$ cat src/rtl/timer_io_pkg.sv
// -----------------------------------------------------------------------------
// timer_io_pkg
// Shared definitions for the CPU-side timer I/O port: the default port
// addresses, the port FSM state type, the status byte bit positions and the
// helpers that split the configuration byte into its umbral/basetiempo fields.
// -----------------------------------------------------------------------------
package timer_io_pkg;

    // Default I/O port addresses (3-bit port address space).
    localparam logic [2:0] TIMER_PORT_ADDR  = 3'd4;
    localparam logic [2:0] STATUS_PORT_ADDR = 3'd5;

    // Port FSM: IDLE = timer disabled (umbral==0), RUNNING = armed with no
    // unread expiry, EXPIRED = at least one expiry not yet read by the CPU.
    typedef enum logic [1:0] {
        ST_IDLE    = 2'd0,
        ST_RUNNING = 2'd1,
        ST_EXPIRED = 2'd2
    } state_e;

    // Status byte layout: {expired, overrun, zero pad, cnt}.
    localparam int STAT_EXPIRED = 7;
    localparam int STAT_OVERRUN = 6;

    // Configuration byte layout: {umbral[5:0], basetiempo[1:0]}.
    localparam int CFG_UMBRAL_MSB = 7;
    localparam int CFG_UMBRAL_LSB = 2;
    localparam int CFG_BASE_MSB   = 1;
    localparam int CFG_BASE_LSB   = 0;

    function automatic logic [5:0] cfg_umbral(input logic [7:0] cfg);
        return cfg[CFG_UMBRAL_MSB:CFG_UMBRAL_LSB];
    endfunction

    function automatic logic [1:0] cfg_base(input logic [7:0] cfg);
        return cfg[CFG_BASE_MSB:CFG_BASE_LSB];
    endfunction

endpackage

$ cat src/rtl/timer_io_port_rise_detect.sv
// -----------------------------------------------------------------------------
// rise_detect
// Registered rising-edge detector. Produces a one-cycle pulse for every
// low-to-high transition of sig_in; a level held high yields a single pulse.
//   clk      in   system clock, rising edge
//   reset_n  in   asynchronous active-low reset
//   sig_in   in   level or pulse to watch
//   rise     out  sig_in & ~(sig_in one cycle ago)
// -----------------------------------------------------------------------------
module rise_detect (
    input  logic clk,
    input  logic reset_n,
    input  logic sig_in,
    output logic rise
);

    logic end_q;
    logic end_d;

    always_comb begin
        end_d = sig_in;
    end

    // NOTE: state registers use non-blocking assignments so every flop samples
    // the pre-edge values of its neighbours regardless of evaluation order.
    always_ff @(posedge clk or negedge reset_n) begin
        if (!reset_n) begin
            end_q <= 1'b0;
        end else begin
            end_q <= end_d;
        end
    end

    assign rise = sig_in & ~end_q;

endmodule

$ cat src/rtl/timer_io_port.sv
// -----------------------------------------------------------------------------
// timer_io_port
// CPU-side I/O port for the timer peripheral. Decodes CPU output operations
// to the timer configuration register (driving umbral/basetiempo), captures
// timer_end expiries into a sticky status register readable on the status
// port, and raises an interrupt request cleared by int_ack.
//   clk         in   system clock, rising edge
//   reset_n     in   asynchronous active-low reset
//   io_we       in   CPU output-operation strobe
//   io_re       in   CPU input-operation strobe
//   io_addr     in   I/O port address
//   io_wdata    in   CPU output data
//   io_rdata    out  CPU input data (combinational from registers)
//   umbral      out  timer threshold
//   basetiempo  out  timer time base select
//   timer_end   in   timer expiry level or pulse
//   int_req     out  interrupt request
//   int_ack     in   interrupt acknowledge
// -----------------------------------------------------------------------------
module timer_io_port
    import timer_io_pkg::*;
#(
    parameter int                ADDR_W      = 3,
    parameter logic [ADDR_W-1:0] TIMER_PORT  = TIMER_PORT_ADDR,
    parameter logic [ADDR_W-1:0] STATUS_PORT = STATUS_PORT_ADDR,
    parameter int                CNT_W       = 4
) (
    input  logic              clk,
    input  logic              reset_n,
    input  logic              io_we,
    input  logic              io_re,
    input  logic [ADDR_W-1:0] io_addr,
    input  logic [7:0]        io_wdata,
    output logic [7:0]        io_rdata,
    output logic [5:0]        umbral,
    output logic [1:0]        basetiempo,
    input  logic              timer_end,
    output logic              int_req,
    input  logic              int_ack
);

    state_e           state_q, state_d;
    logic [7:0]       cfg_q, cfg_d;
    logic             expired_q, expired_d;
    logic             overrun_q, overrun_d;
    logic [CNT_W-1:0] cnt_q, cnt_d;
    logic             int_req_q, int_req_d;

    logic   ev;
    logic   cfg_wr;
    logic   stat_rd;
    state_e state_rd;

    rise_detect u_rise_detect (
        .clk     (clk),
        .reset_n (reset_n),
        .sig_in  (timer_end),
        .rise    (ev)
    );

    assign cfg_wr  = io_we && (io_addr == TIMER_PORT);
    assign stat_rd = io_re && (io_addr == STATUS_PORT);

    // NOTE: every signal written here gets a default first, so no path leaves
    // a value unassigned and no latch is inferred.
    always_comb begin
        state_d   = state_q;
        cfg_d     = cfg_q;
        expired_d = expired_q;
        overrun_d = overrun_q;
        cnt_d     = cnt_q;
        int_req_d = int_req_q;
        state_rd  = state_q;

        if (int_ack) begin
            int_req_d = 1'b0;
        end

        if (cfg_wr) begin
            // A config write restarts the port and drops any coincident event.
            cfg_d     = io_wdata;
            expired_d = 1'b0;
            overrun_d = 1'b0;
            cnt_d     = '0;
            if (cfg_umbral(io_wdata) == 6'd0) begin
                state_d   = ST_IDLE;
                int_req_d = 1'b0;
            end else begin
                state_d = ST_RUNNING;
            end
        end else begin
            // The read-clear is applied first so a coincident event lands on
            // the cleared status and survives it.
            if (stat_rd) begin
                expired_d = 1'b0;
                overrun_d = 1'b0;
                cnt_d     = '0;
                if (state_q == ST_EXPIRED) begin
                    state_rd = ST_RUNNING;
                end
            end
            state_d = state_rd;

            if (ev) begin
                unique case (state_rd)
                    ST_RUNNING: begin
                        state_d   = ST_EXPIRED;
                        expired_d = 1'b1;
                        int_req_d = 1'b1;
                        cnt_d     = (cnt_d == '1) ? cnt_d : cnt_d + 1'b1;
                    end
                    ST_EXPIRED: begin
                        overrun_d = 1'b1;
                        int_req_d = 1'b1;
                        cnt_d     = (cnt_d == '1) ? cnt_d : cnt_d + 1'b1;
                    end
                    default: begin
                    end
                endcase
            end
        end
    end

    always_ff @(posedge clk or negedge reset_n) begin
        if (!reset_n) begin
            state_q   <= ST_IDLE;
            cfg_q     <= 8'h00;
            expired_q <= 1'b0;
            overrun_q <= 1'b0;
            cnt_q     <= '0;
            int_req_q <= 1'b0;
        end else begin
            state_q   <= state_d;
            cfg_q     <= cfg_d;
            expired_q <= expired_d;
            overrun_q <= overrun_d;
            cnt_q     <= cnt_d;
            int_req_q <= int_req_d;
        end
    end

    // Read mux shows register contents before the edge that may clear them.
    always_comb begin
        io_rdata = 8'h00;
        if (io_re) begin
            if (io_addr == TIMER_PORT) begin
                io_rdata = cfg_q;
            end else if (io_addr == STATUS_PORT) begin
                io_rdata = {expired_q, overrun_q, {(6 - CNT_W){1'b0}}, cnt_q};
            end
        end
    end

    assign umbral     = cfg_umbral(cfg_q);
    assign basetiempo = cfg_base(cfg_q);
    assign int_req    = int_req_q;

endmodule

$ cat config.mk
export PLATFORM = sky130hd
export DESIGN_NAME = timer_io_port
export DESIGN_NICKNAME = d
export VERILOG_FILES = /design/src/rtl/timer_io_pkg.sv /design/src/rtl/timer_io_port_rise_detect.sv /design/src/rtl/timer_io_port.sv
export SDC_FILE = /design/constraint.sdc
export NUM_CORES = 1
export LEC_CHECK = 0
export ABC_AREA = 0
export BUFFER_PORTS_ARGS = -buffer_cell sky130_fd_sc_hd__buf_4
export CORE_MARGIN = 8
export CORE_UTILIZATION = 48
export DETAILED_ROUTE_END_ITERATION = 8
export HOLD_SLACK_MARGIN = 0.05
export PLACE_DENSITY = 0.75
export SLEW_MARGIN = 20
export SYNTH_ARGS = -nofsm -noshare
export SYNTH_HDL_FRONTEND = slang
export SYNTH_HIERARCHICAL = 1
export SYNTH_SLANG_ARGS = --single-unit
$ cat constraint.sdc
create_clock -name clk -period 2.2 [get_ports clk]
set_clock_uncertainty 0.2 [all_clocks]
set_input_delay 0.22 -clock clk [delete_from_list [all_inputs] [get_ports clk]]
set_output_delay 0.22 -clock clk [all_outputs]
set_load 0.01 [all_outputs]
==> impl_results.md <==
* Clock latency on the worst-skew pair at 0.29 ns
* DRT antenna net count at 0
* Combinational power share at 33.8%
* Clock tree buffer depth at 2
* WL/cell at 16.95 um
* Layer with the highest usage: met2
* Largest net degree at the start of global routing at 19
* Vias in the first global route at 992
* RSZ-0062 raised after global routing: no
* YS warnings at 6
* Die W at 61.18 um
* Cell Chain, Critical Path: o21a_1 -> ha_1 -> and2b_1 -> a41oi_1 -> a2111oi_2
* Pins over their slew limit at 0
* FFs w/ async S/R, synth at 100.0%
* TritonCTS clock tree: built
* Worst endpoint required time at 2.19 ns
* CP endpoint kind: register
* Pre-CTS setup slack at 0.1134 ns
* Root Driver: clkbuf_4
* Setup Buffers After CTS at 0
* # IOs at 34
* Total CTS buffers at 3
* Pwr/cell area at 774.2 nW/um^2
* Core box area at 1942 um^2
* Fin Setup TNS at 0 ns
* All-Layer GR Usage at 16.80%
* DRT Pass-1 Iters at 4
* Post-DP HPWL at 2006 um
* Post-Route WL at 2763 um
* Drt drc at 0
* Max Cap Viol at 0
* CP Launch Type: register
* Share of cells above drive strength 1 at 38.97%
* Worst Path Max Fanout at 5
* Part of the cycle the worst path needs at 89.91%
* FMAX at 505.6 MHz
* Worst setup slack after layout at 0.2220 ns
* GPL Wtd Cong at 0.8224
* Met1 Use GR at 17.68%
* Psw at 0.0003654 W
* R2R setup slack at 0.22 ns
* Clock Pin Slew Worst Setup and Hold Paths at 0.11 ns
* CP Buf/Inv Count at 0
* P&R area growth vs syn at 44.19%
* Final setup fails at 0
* Die Area at 3742 um^2
* Routed vias at 925
* Min-Delay Path Class: in2reg
* Synthesized net count at 108
* First-pass GRT wire length at 4616 um
* Net Sw Frac at 33.41%
* Clock network power share at 19.1%
* Core Rows at 16
* Number of buffers inserted by port buffering at 33
* Avg Inst Size Synth at 11.13 um^2
* DR vias/cell at 5.675
* CP Class: reg2reg
* VDD IR max at 0.6113 mV
* CP max stage cell: dfrtp_1
* Final Hold Viols at 0
* Yosys cell types at 33
* M3 GR Usage at 6.472%
* Tmin final at 1.978 ns
* Outcome: finished clean
* Total power at 0.001094 W
* Initial antenna violation count at 0
* Die Ht at 61.18 um
* Sequential power share at 47.1%
* CTS Hold Bufs at 11
* Net count, final at 157
* Sink Count at 18
* Ys flop type: dfrtp_1
* Crit path DAT at 1.97 ns
* Post-Synthesis Cells at 88
* Largest stage delay, worst path at 0.45 ns
* Top delay family on crit path: compound AO/OA/AOI/OAI gates
* Starting density of the core at 50.45%
* EDFF count, synth at 0
* Routing usage on met2 at 29.55%
* Yosys reg bits at 18
* Worst-Margin Slew at 0.5801 ns
* Sequential area share after synthesis at 45.98%
* Internal at 0.0007283 W
* Antenna Cells at 0
* Htree depth at 1
* Post_cts resized at 0
* Mapped Area at 979.7 um^2
* Grt ovf at 0
* Initial DRC count at 28
* Lkg Pwr at 0.6523 nW
* Relative slew slack at 61.12%
cell type report:
class	count	area, um^2
inverter	4	15.01
clock buffer	4	36.28
timing repair buffer	47	380.4
tap	27	33.78
fill	156	529.3
multi-input combinational	63	496.7
sequential	18	450.4
state kept, by name, indices dropped and copies added, names as in the netlist:
signal,cells
int_req,1
cnt_q,4
state_q,2
cfg_q,8
overrun_q,1
u_rise_detect/end_q,1
expired_q,1
cells in the mapped netlist (2+ instances only):
cell / instances / area share (%)
inv_1: 4 / 1.5
mux2_2: 8 / 9.2
o211ai_1: 3 / 2.3
nand2_1: 3 / 1.1
nor3_1: 4 / 2.0
nor2_1: 2 / 0.77
a21oi_1: 4 / 2.0
nand3_1: 3 / 1.5
dfrtp_1: 18 / 46
a31oi_1: 2 / 1.3
ha_1: 3 / 3.8
and2_1: 4 / 2.6
o21ai_0: 2 / 1.0
a22o_1: 6 / 5.4
a22oi_1: 3 / 2.3
nor3_2: 2 / 2.0
placed cells by master (no fill, tap or decap), types with 2 or more instances in the layout:
cell type,instances
a21oi_1,4
a22o_1,6
a22oi_1,3
a31oi_1,2
and2_1,4
buf_4,36
clkbuf_4,3
dfrtp_1,18
dlygate4sd3_1,11
ha_1,3
inv_1,4
mux2_2,8
nand2_1,3
nand3_1,3
nor2_1,2
nor3_1,4
nor3_2,2
o211ai_1,3
o21ai_0,2
per-layer routing:
| metal | part of all wire, % | routed length (um) | vias to the layer above |
|---|---|---|---|
| li1 | - | - | 434 |
| met1 | 41 | 1136 | 450 |
| met2 | 51 | 1417 | 39 |
| met3 | 7.0 | 193 | 2 |
| met4 | 0.54 | 15 | 0 |
| met5 | 0 | 0 | - |
worst register-to-register path: cells and delay by family, from the launching register on:
kind | cells | cell delay [ns]
flops | 1 | 0.45
simple gates | 1 | 0.25
compound gates | 3 | 0.71
fa+ha+maj | 1 | 0.28
final timing paths:
check | depth (start not counted) | start | endpoint
min reg2reg | 2 | int_req$_DFF_PN0_ | int_req$_DFF_PN0_
max reg2reg | 5 | state_q[0]$_DFF_PN0_ | cnt_q[3]$_DFF_PN0_
max | 5 | state_q[0]$_DFF_PN0_ | cnt_q[3]$_DFF_PN0_
min in group asynchronous | 2 | reset_n | cnt_q[1]$_DFF_PN0_
min | 3 | io_addr[1] | cnt_q[1]$_DFF_PN0_
max in group asynchronous | 2 | reset_n | cfg_q[7]$_DFFE_PN0P_
per-stage QoR:
step           cells  hold slack [ns]  util, %  area (um^2)
2_1_floorplan     88          -0.2756        -        979.7
3_3_place_gp     148         -0.09651    65.21         1266
3_5_place_dp     148         -0.09747    65.21         1266
4_1_cts          163          0.07065    72.74         1413
5_1_grt          163          0.07232    72.74         1413
6_report         163          0.07792    72.74         1413
cell families (layout without fill, tap and decap cells):
logic type | Yosys count | count (layout) | synth area share, %
adders and majority gates | 3 | 3 | 3.832
and+or+nand+nor | 28 | 28 | 19.29
AOI/OAI and AO/OA | 24 | 24 | 18.39
DFF | 18 | 18 | 45.98
muxes | 8 | 8 | 9.196
buffers and inverters | 7 | 55 | 3.319
power groups by stage:
stage          combinational (W)  clock [W]  sequential [W]
2_1_floorplan           0.000196          0        0.000507
3_3_place_gp            0.000345          0        0.000514
3_5_place_dp            0.000356          0        0.000518
4_1_cts                 0.000373   0.000213        0.000513
5_1_grt                 0.000412   0.000234        0.000528
6_report                0.000370   0.000208        0.000516
(Power assumes the default switching activity.)
